File: config.mk
export PLATFORM = sky130hd
export DESIGN_NAME = lanes_seq
export DESIGN_NICKNAME = d
export VERILOG_FILES = /design/src/rtl/lanes_seq.sv
export SDC_FILE = /design/constraint.sdc
export NUM_CORES = 1
export LEC_CHECK = 0
export CAP_MARGIN = 20
export CORE_AREA = 3 3 315 317
export DETAILED_ROUTE_END_ITERATION = 8
export DIE_AREA = 0 0 318 320
export SLEW_MARGIN = 20
export SYNTH_ARGS = -nofsm -noshare
export SYNTH_HDL_FRONTEND = slang
export SYNTH_SLANG_ARGS = --single-unit
File: constraint.sdc
create_clock -name clk -period 24.8 [get_ports clk]
set_input_delay 4.96 -clock clk [delete_from_list [all_inputs] [get_ports clk]]
set_output_delay 4.96 -clock clk [all_outputs]
set_load 0.05 [all_outputs]
File: src/rtl/lanes_seq.sv
// lanes_seq: sequences vector operations over a register file in 4x32-bit groups.
// Each group is read, handed to external lanes, waited on for the lane latency
// and then written back, one group at a time.
module lanes_seq #(
    parameter int unsigned ADDR_W  = 4,
    parameter int unsigned LAT_INT = 2,
    parameter int unsigned LAT_FP  = 16
) (
    input  logic              clk,
    input  logic              rst,
    input  logic              start,
    input  logic [1:0]        func,
    input  logic [ADDR_W-1:0] src_a_base,
    input  logic [ADDR_W-1:0] src_b_base,
    input  logic [ADDR_W-1:0] dst_base,
    input  logic [ADDR_W:0]   count,
    output logic              busy,
    output logic              done,
    output logic [ADDR_W-1:0] rd_addr_a,
    output logic [ADDR_W-1:0] rd_addr_b,
    input  logic [127:0]      rd_data_a,
    input  logic [127:0]      rd_data_b,
    output logic [127:0]      lane_a,
    output logic [127:0]      lane_b,
    output logic [1:0]        lane_func,
    input  logic [127:0]      lane_result,
    output logic              wr_en,
    output logic [ADDR_W-1:0] wr_addr,
    output logic [127:0]      wr_data
);

    localparam int unsigned LAT_MAX = (LAT_FP > LAT_INT) ? LAT_FP : LAT_INT;
    localparam int unsigned CNT_W   = (LAT_MAX < 1) ? 1 : $clog2(LAT_MAX + 1);

    typedef enum logic [2:0] {
        StIdle,
        StRead,
        StWait,
        StWrite,
        StDone
    } state_t;

    state_t            state_q;
    logic [ADDR_W-1:0] src_a_q;
    logic [ADDR_W-1:0] src_b_q;
    logic [ADDR_W-1:0] dst_q;
    logic [ADDR_W:0]   count_q;
    logic [ADDR_W-1:0] idx_q;
    logic [CNT_W-1:0]  wait_q;
    logic              last_group;
    logic [CNT_W-1:0]  lat_sel;

    // Address generation wraps naturally at ADDR_W bits.
    assign rd_addr_a = src_a_q + idx_q;
    assign rd_addr_b = src_b_q + idx_q;
    assign wr_addr   = dst_q + idx_q;
    assign wr_data   = lane_result;

    // idx is one narrower than count, so widen it before comparing with count-1.
    assign last_group = (({1'b0, idx_q} + (ADDR_W + 1)'(1)) == count_q);
    assign lat_sel    = lane_func[0] ? CNT_W'(LAT_FP) : CNT_W'(LAT_INT);

    // Sequencer: state, operand capture, latency countdown and registered status outputs.
    always_ff @(posedge clk or posedge rst) begin
        if (rst) begin
            state_q   <= StIdle;
            src_a_q   <= '0;
            src_b_q   <= '0;
            dst_q     <= '0;
            count_q   <= '0;
            idx_q     <= '0;
            wait_q    <= '0;
            lane_a    <= '0;
            lane_b    <= '0;
            lane_func <= '0;
            busy      <= 1'b0;
            done      <= 1'b0;
            wr_en     <= 1'b0;
        end else begin
            unique case (state_q)
                StIdle: begin
                    if (start) begin
                        lane_func <= func;
                        src_a_q   <= src_a_base;
                        src_b_q   <= src_b_base;
                        dst_q     <= dst_base;
                        count_q   <= count;
                        idx_q     <= '0;
                        if (count != '0) begin
                            state_q <= StRead;
                            busy    <= 1'b1;
                        end else begin
                            state_q <= StDone;
                            done    <= 1'b1;
                        end
                    end
                end
                StRead: begin
                    lane_a  <= rd_data_a;
                    lane_b  <= rd_data_b;
                    wait_q  <= lat_sel;
                    state_q <= StWait;
                end
                StWait: begin
                    // A zero latency is treated as a single wait cycle.
                    if (wait_q <= CNT_W'(1)) begin
                        wait_q  <= '0;
                        wr_en   <= 1'b1;
                        state_q <= StWrite;
                    end else begin
                        wait_q <= wait_q - CNT_W'(1);
                    end
                end
                StWrite: begin
                    wr_en <= 1'b0;
                    if (last_group) begin
                        busy    <= 1'b0;
                        done    <= 1'b1;
                        state_q <= StDone;
                    end else begin
                        idx_q   <= idx_q + ADDR_W'(1);
                        state_q <= StRead;
                    end
                end
                StDone: begin
                    done    <= 1'b0;
                    state_q <= StIdle;
                end
                default: begin
                    busy    <= 1'b0;
                    done    <= 1'b0;
                    wr_en   <= 1'b0;
                    state_q <= StIdle;
                end
            endcase
        end
    end

endmodule

==> summary.json <==
{
  "timing.final.crit_period_ns": 9.933,
  "total_leakage_power_nw": 7.697,
  "synth_area_leaders": "sky130_fd_sc_hd__dfrtp_1 (59%), sky130_fd_sc_hd__mux2_1 (22%), sky130_fd_sc_hd__buf_4 (7.8%)",
  "area_of_the_multi_input_gates_mm2": 0.003924,
  "grt_first_pass_wirelength_mm": 60.11,
  "final_core_utilization": 0.2027,
  "gr-total-overflow": 0,
  "final_number_of_hold_violating_endpoints": 0,
  "cell_at_the_root_of_the_clock_tree": "sky130_fd_sc_hd__clkbuf_16",
  "layout.nets": 1712,
  "synth.yosys.seq_area_share": 0.5860,
  "postSynthCellCount": 857,
  "maximum_clock_skew_at_final_layout_ns": 0.007475,
  "core_mm2": 0.09657,
  "grt_setup_unrepaired": "no",
  "fmax_mhz": 100.7,
  "most_common_cell_in_the_netlist": "sky130_fd_sc_hd__dfrtp_1",
  "grt_max_degree": 79,
  "crit-reg2reg-launch": "state_q[0]$_DFFE_PP0P_",
  "cts_inserted_buffers": 36,
  "clock_latency_ns": 0.54,
  "vias_in_the_first_global_route": 9163,
  "required_worst_endpoint_ns": 19.84,
  "cap_violations": 0,
  "yosysTopAreaCell": "sky130_fd_sc_hd__dfrtp_1",
  "die-height_um": 320,
  "startpoint_type": "primary input",
  "vdd_ir_drop_max_mv": 0.08597,
  "synth_enable_flop_cells": 0,
  "area.growth.synth_to_final_pct": 58.06,
  "endpoint_kind": "output port",
  "timing.reg2reg.setup_slack_ns": 21.52,
  "vias": 8220,
  "placement_rows": 114,
  "endpoint_worst_hold": "lane_a[40]$_DFFE_PP0P_",
  "drive_above_1_share": 0.07991,
  "wire_per_inst_um": 15.50,
  "cts_tree": "built",
  "area.sequential_mm2": 0.007257,
  "pwr_density_cell_mw_per_mm2": 170.1,
  "cts_hold_repair.buffers": 0,
  "dr.pass1.iters": 6,
  "relSlewSlack": 0.2976,
  "grt_antenna_before_repair": 3,
  "max-clock-path-buffers": 3,
  "grt.total_usage": 0.07689,
  "floorplan.die_area_mm2": 0.1018,
  "synthesis.area_mm2": 0.01238,
  "cts.sink_count": 290,
  "crit_type": "in -> out",
  "via_per_inst": 3.170,
  "resized_gates_after_cts": 0,
  "worst_slew_pin_slew_ns": 1.054,
  "worst_hold_startpoint": "lane_a[40]$_DFFE_PP0P_",
  "synth.distinct_cells": 43,
  "dp_hpwl_mm": 32.05,
  "crit_arrival_ns": 4.97,
  "postRouteWirelength_mm": 40.20,
  "timing.final.setup_violations": 0,
  "postSynthAreaPerCell_um2": 14.45,
  "floorplan.initialDensity": 0.1282,
  "status": "finished, final reports clean",
  "reg2reg_to": "lane_a[64]$_DFFE_PP0P_",
  "ys_top_cells_by_count": "sky130_fd_sc_hd__dfrtp_1 (290), sky130_fd_sc_hd__mux2_1 (240), sky130_fd_sc_hd__buf_4 (128)",
  "htree_levels": 2,
  "timing.hold.worst_path_depth": 1,
  "synth_warnings": 0,
  "synth_seq_cells": 290,
  "postSynthNetCount": 1278,
  "top_level_ports": 807,
  "drtAntennaViolNets": 0,
  "postSynth.topFlopCell": "sky130_fd_sc_hd__dfrtp_1",
  "launching_instance_or_port_of_the_critical_path": "lane_result[45]",
  "post-synth-top-area-fraction": 0.5860,
  "async_flop_share": 1.000,
  "drt_first_iter_violations": 290,
  "maxSlewViolCount": 0,
  "fillers": 10314,
  "worst_hold_path_type": "reg -> reg",
  "period_share": 0.4005,
  "reg2regPathDepth": 5,
  "io_buffer_count": 550,
  "postCtsSetupRepairBufs": 0,
  "gp_congestion": 0.8007,
  "die_width_um": 318,
  "clk_pin_slew_worst_paths_ns": 0.05,
  "path_max_fanout": 1,
  "fin_tns_setup_ns": 0,
  "detail_route.drc_violations": 0
}
==> cells by family after synthesis <==
family                     after synthesis  synth area share
DFF                                    290            0.5860
xor gates and xnor gates                16           0.01132
buffers and inverters                  181           0.09760
muxes                                  273            0.2483
and+or+nand+nor                         39           0.01647
AOI/OAI and AO/OA                       43           0.02334
adders and majority gates               15           0.01697
==> flip-flops by register name, summed over array words and instances (netlist names) <==
signal     flops
busy           1
count_q        5
done           1
dst_q          4
idx_q          4
lane_a       128
lane_b       128
lane_func      2
src_a_q        4
src_b_q        4
state_q        3
wait_q         5
wr_en          1
==> final cells by class <==
cell class,count,area share
Clock buffer,52,0.05427
Inverter,18,0.003836
Tap cell,1276,0.08157
Clock inverter,9,0.003963
Antenna cell,3,0.0003836
Multi-Input combinational cell,386,0.2005
Sequential cell,290,0.3708
Timing Repair Buffer,559,0.2847
==> worst max-delay path by stage <==
stage | end | slack, ns | cells past startpoint
detailed placement | wr_data[106] | 14.87 | 0
global route | wr_data[45] | 14.87 | 0
CTS | wr_data[106] | 14.87 | 0
global placement | wr_data[106] | 14.87 | 0
finish | wr_data[45] | 14.87 | 0
floorplan | busy$_DFFE_PP0P_ | 11.83 | 1
==> per-stage QoR <==
| stage | setup WS (ns) | instances | hold WS, ns | cell area [um^2] | power [mW] |
|---|---|---|---|---|---|
| CTS | 14.87 | 2590 | 0.4849 | 19570 | 3.390 |
| detailed placement | 14.87 | 2529 | 0.4737 | 18430 | 2.855 |
| finish | 14.87 | 2593 | 0.4803 | 19570 | 3.329 |
| global placement | 14.87 | 2529 | 0.4671 | 18430 | 2.824 |
| floorplan | 11.83 | 857 | 0.4649 | 12380 | 2.208 |
| global route | 14.87 | 2590 | 0.4984 | 19570 | 3.506 |
==> layout by cell type, fill, tap and decap left out, types with 2 or more instances in the layout <==
cell,n
sky130_fd_sc_hd__clkdlybuf4s50_1,550
sky130_fd_sc_hd__dfrtp_1,290
sky130_fd_sc_hd__mux2_1,240
sky130_fd_sc_hd__clkbuf_16,37
sky130_fd_sc_hd__mux2_2,33
sky130_fd_sc_hd__inv_1,16
sky130_fd_sc_hd__o21ai_0,13
sky130_fd_sc_hd__ha_1,12
sky130_fd_sc_hd__xnor2_1,11
sky130_fd_sc_hd__nand2_1,11
sky130_fd_sc_hd__a21oi_1,10
sky130_fd_sc_hd__nor2_1,9
sky130_fd_sc_hd__buf_4,9
sky130_fd_sc_hd__clkbuf_8,8
sky130_fd_sc_hd__clkbuf_1,7
sky130_fd_sc_hd__clkinv_2,6
sky130_fd_sc_hd__xor2_1,5
sky130_fd_sc_hd__nor3_1,5
sky130_fd_sc_hd__diode_2,3
sky130_fd_sc_hd__a21o_1,3
sky130_fd_sc_hd__nand3_1,3
sky130_fd_sc_hd__fa_1,3
sky130_fd_sc_hd__nor3_4,2
sky130_fd_sc_hd__nor2b_1,2
sky130_fd_sc_hd__o22ai_1,2
sky130_fd_sc_hd__o211ai_2,2
sky130_fd_sc_hd__or3_1,2
sky130_fd_sc_hd__nand2b_1,2
==> worst reg2reg max path, stage by stage (launching register included) <==
cell                      delay, ns
sky130_fd_sc_hd__dfrtp_1       0.58
sky130_fd_sc_hd__inv_2         0.15
sky130_fd_sc_hd__nor3_4        0.38
sky130_fd_sc_hd__buf_4         0.67
sky130_fd_sc_hd__buf_4         0.89
sky130_fd_sc_hd__mux2_1        0.49
==> where the power goes <==
| group | switching [mW] | internal, mW | total [mW] |
|---|---|---|---|
| logic | 1.26 | 0.701 | 1.96 |
| clock network | 0.200 | 0.307 | 0.507 |
| registers | 0.145 | 0.721 | 0.865 |
| total | 1.60 | 1.73 | 3.33 |
==> routing by layer <==
metal / global-route usage / up-vias / wire, um / share of wire
met5: 0 / - / 0 / 0
met4: 0.03450 / 0 / 1699 / 0.042
met3: 0.04037 / 73 / 4565 / 0.11
met2: 0.1334 / 492 / 20110 / 0.50
met1: 0.07626 / 3963 / 13820 / 0.34
li1: - / 3692 / - / -
Power figures use the tool's default switching activity.
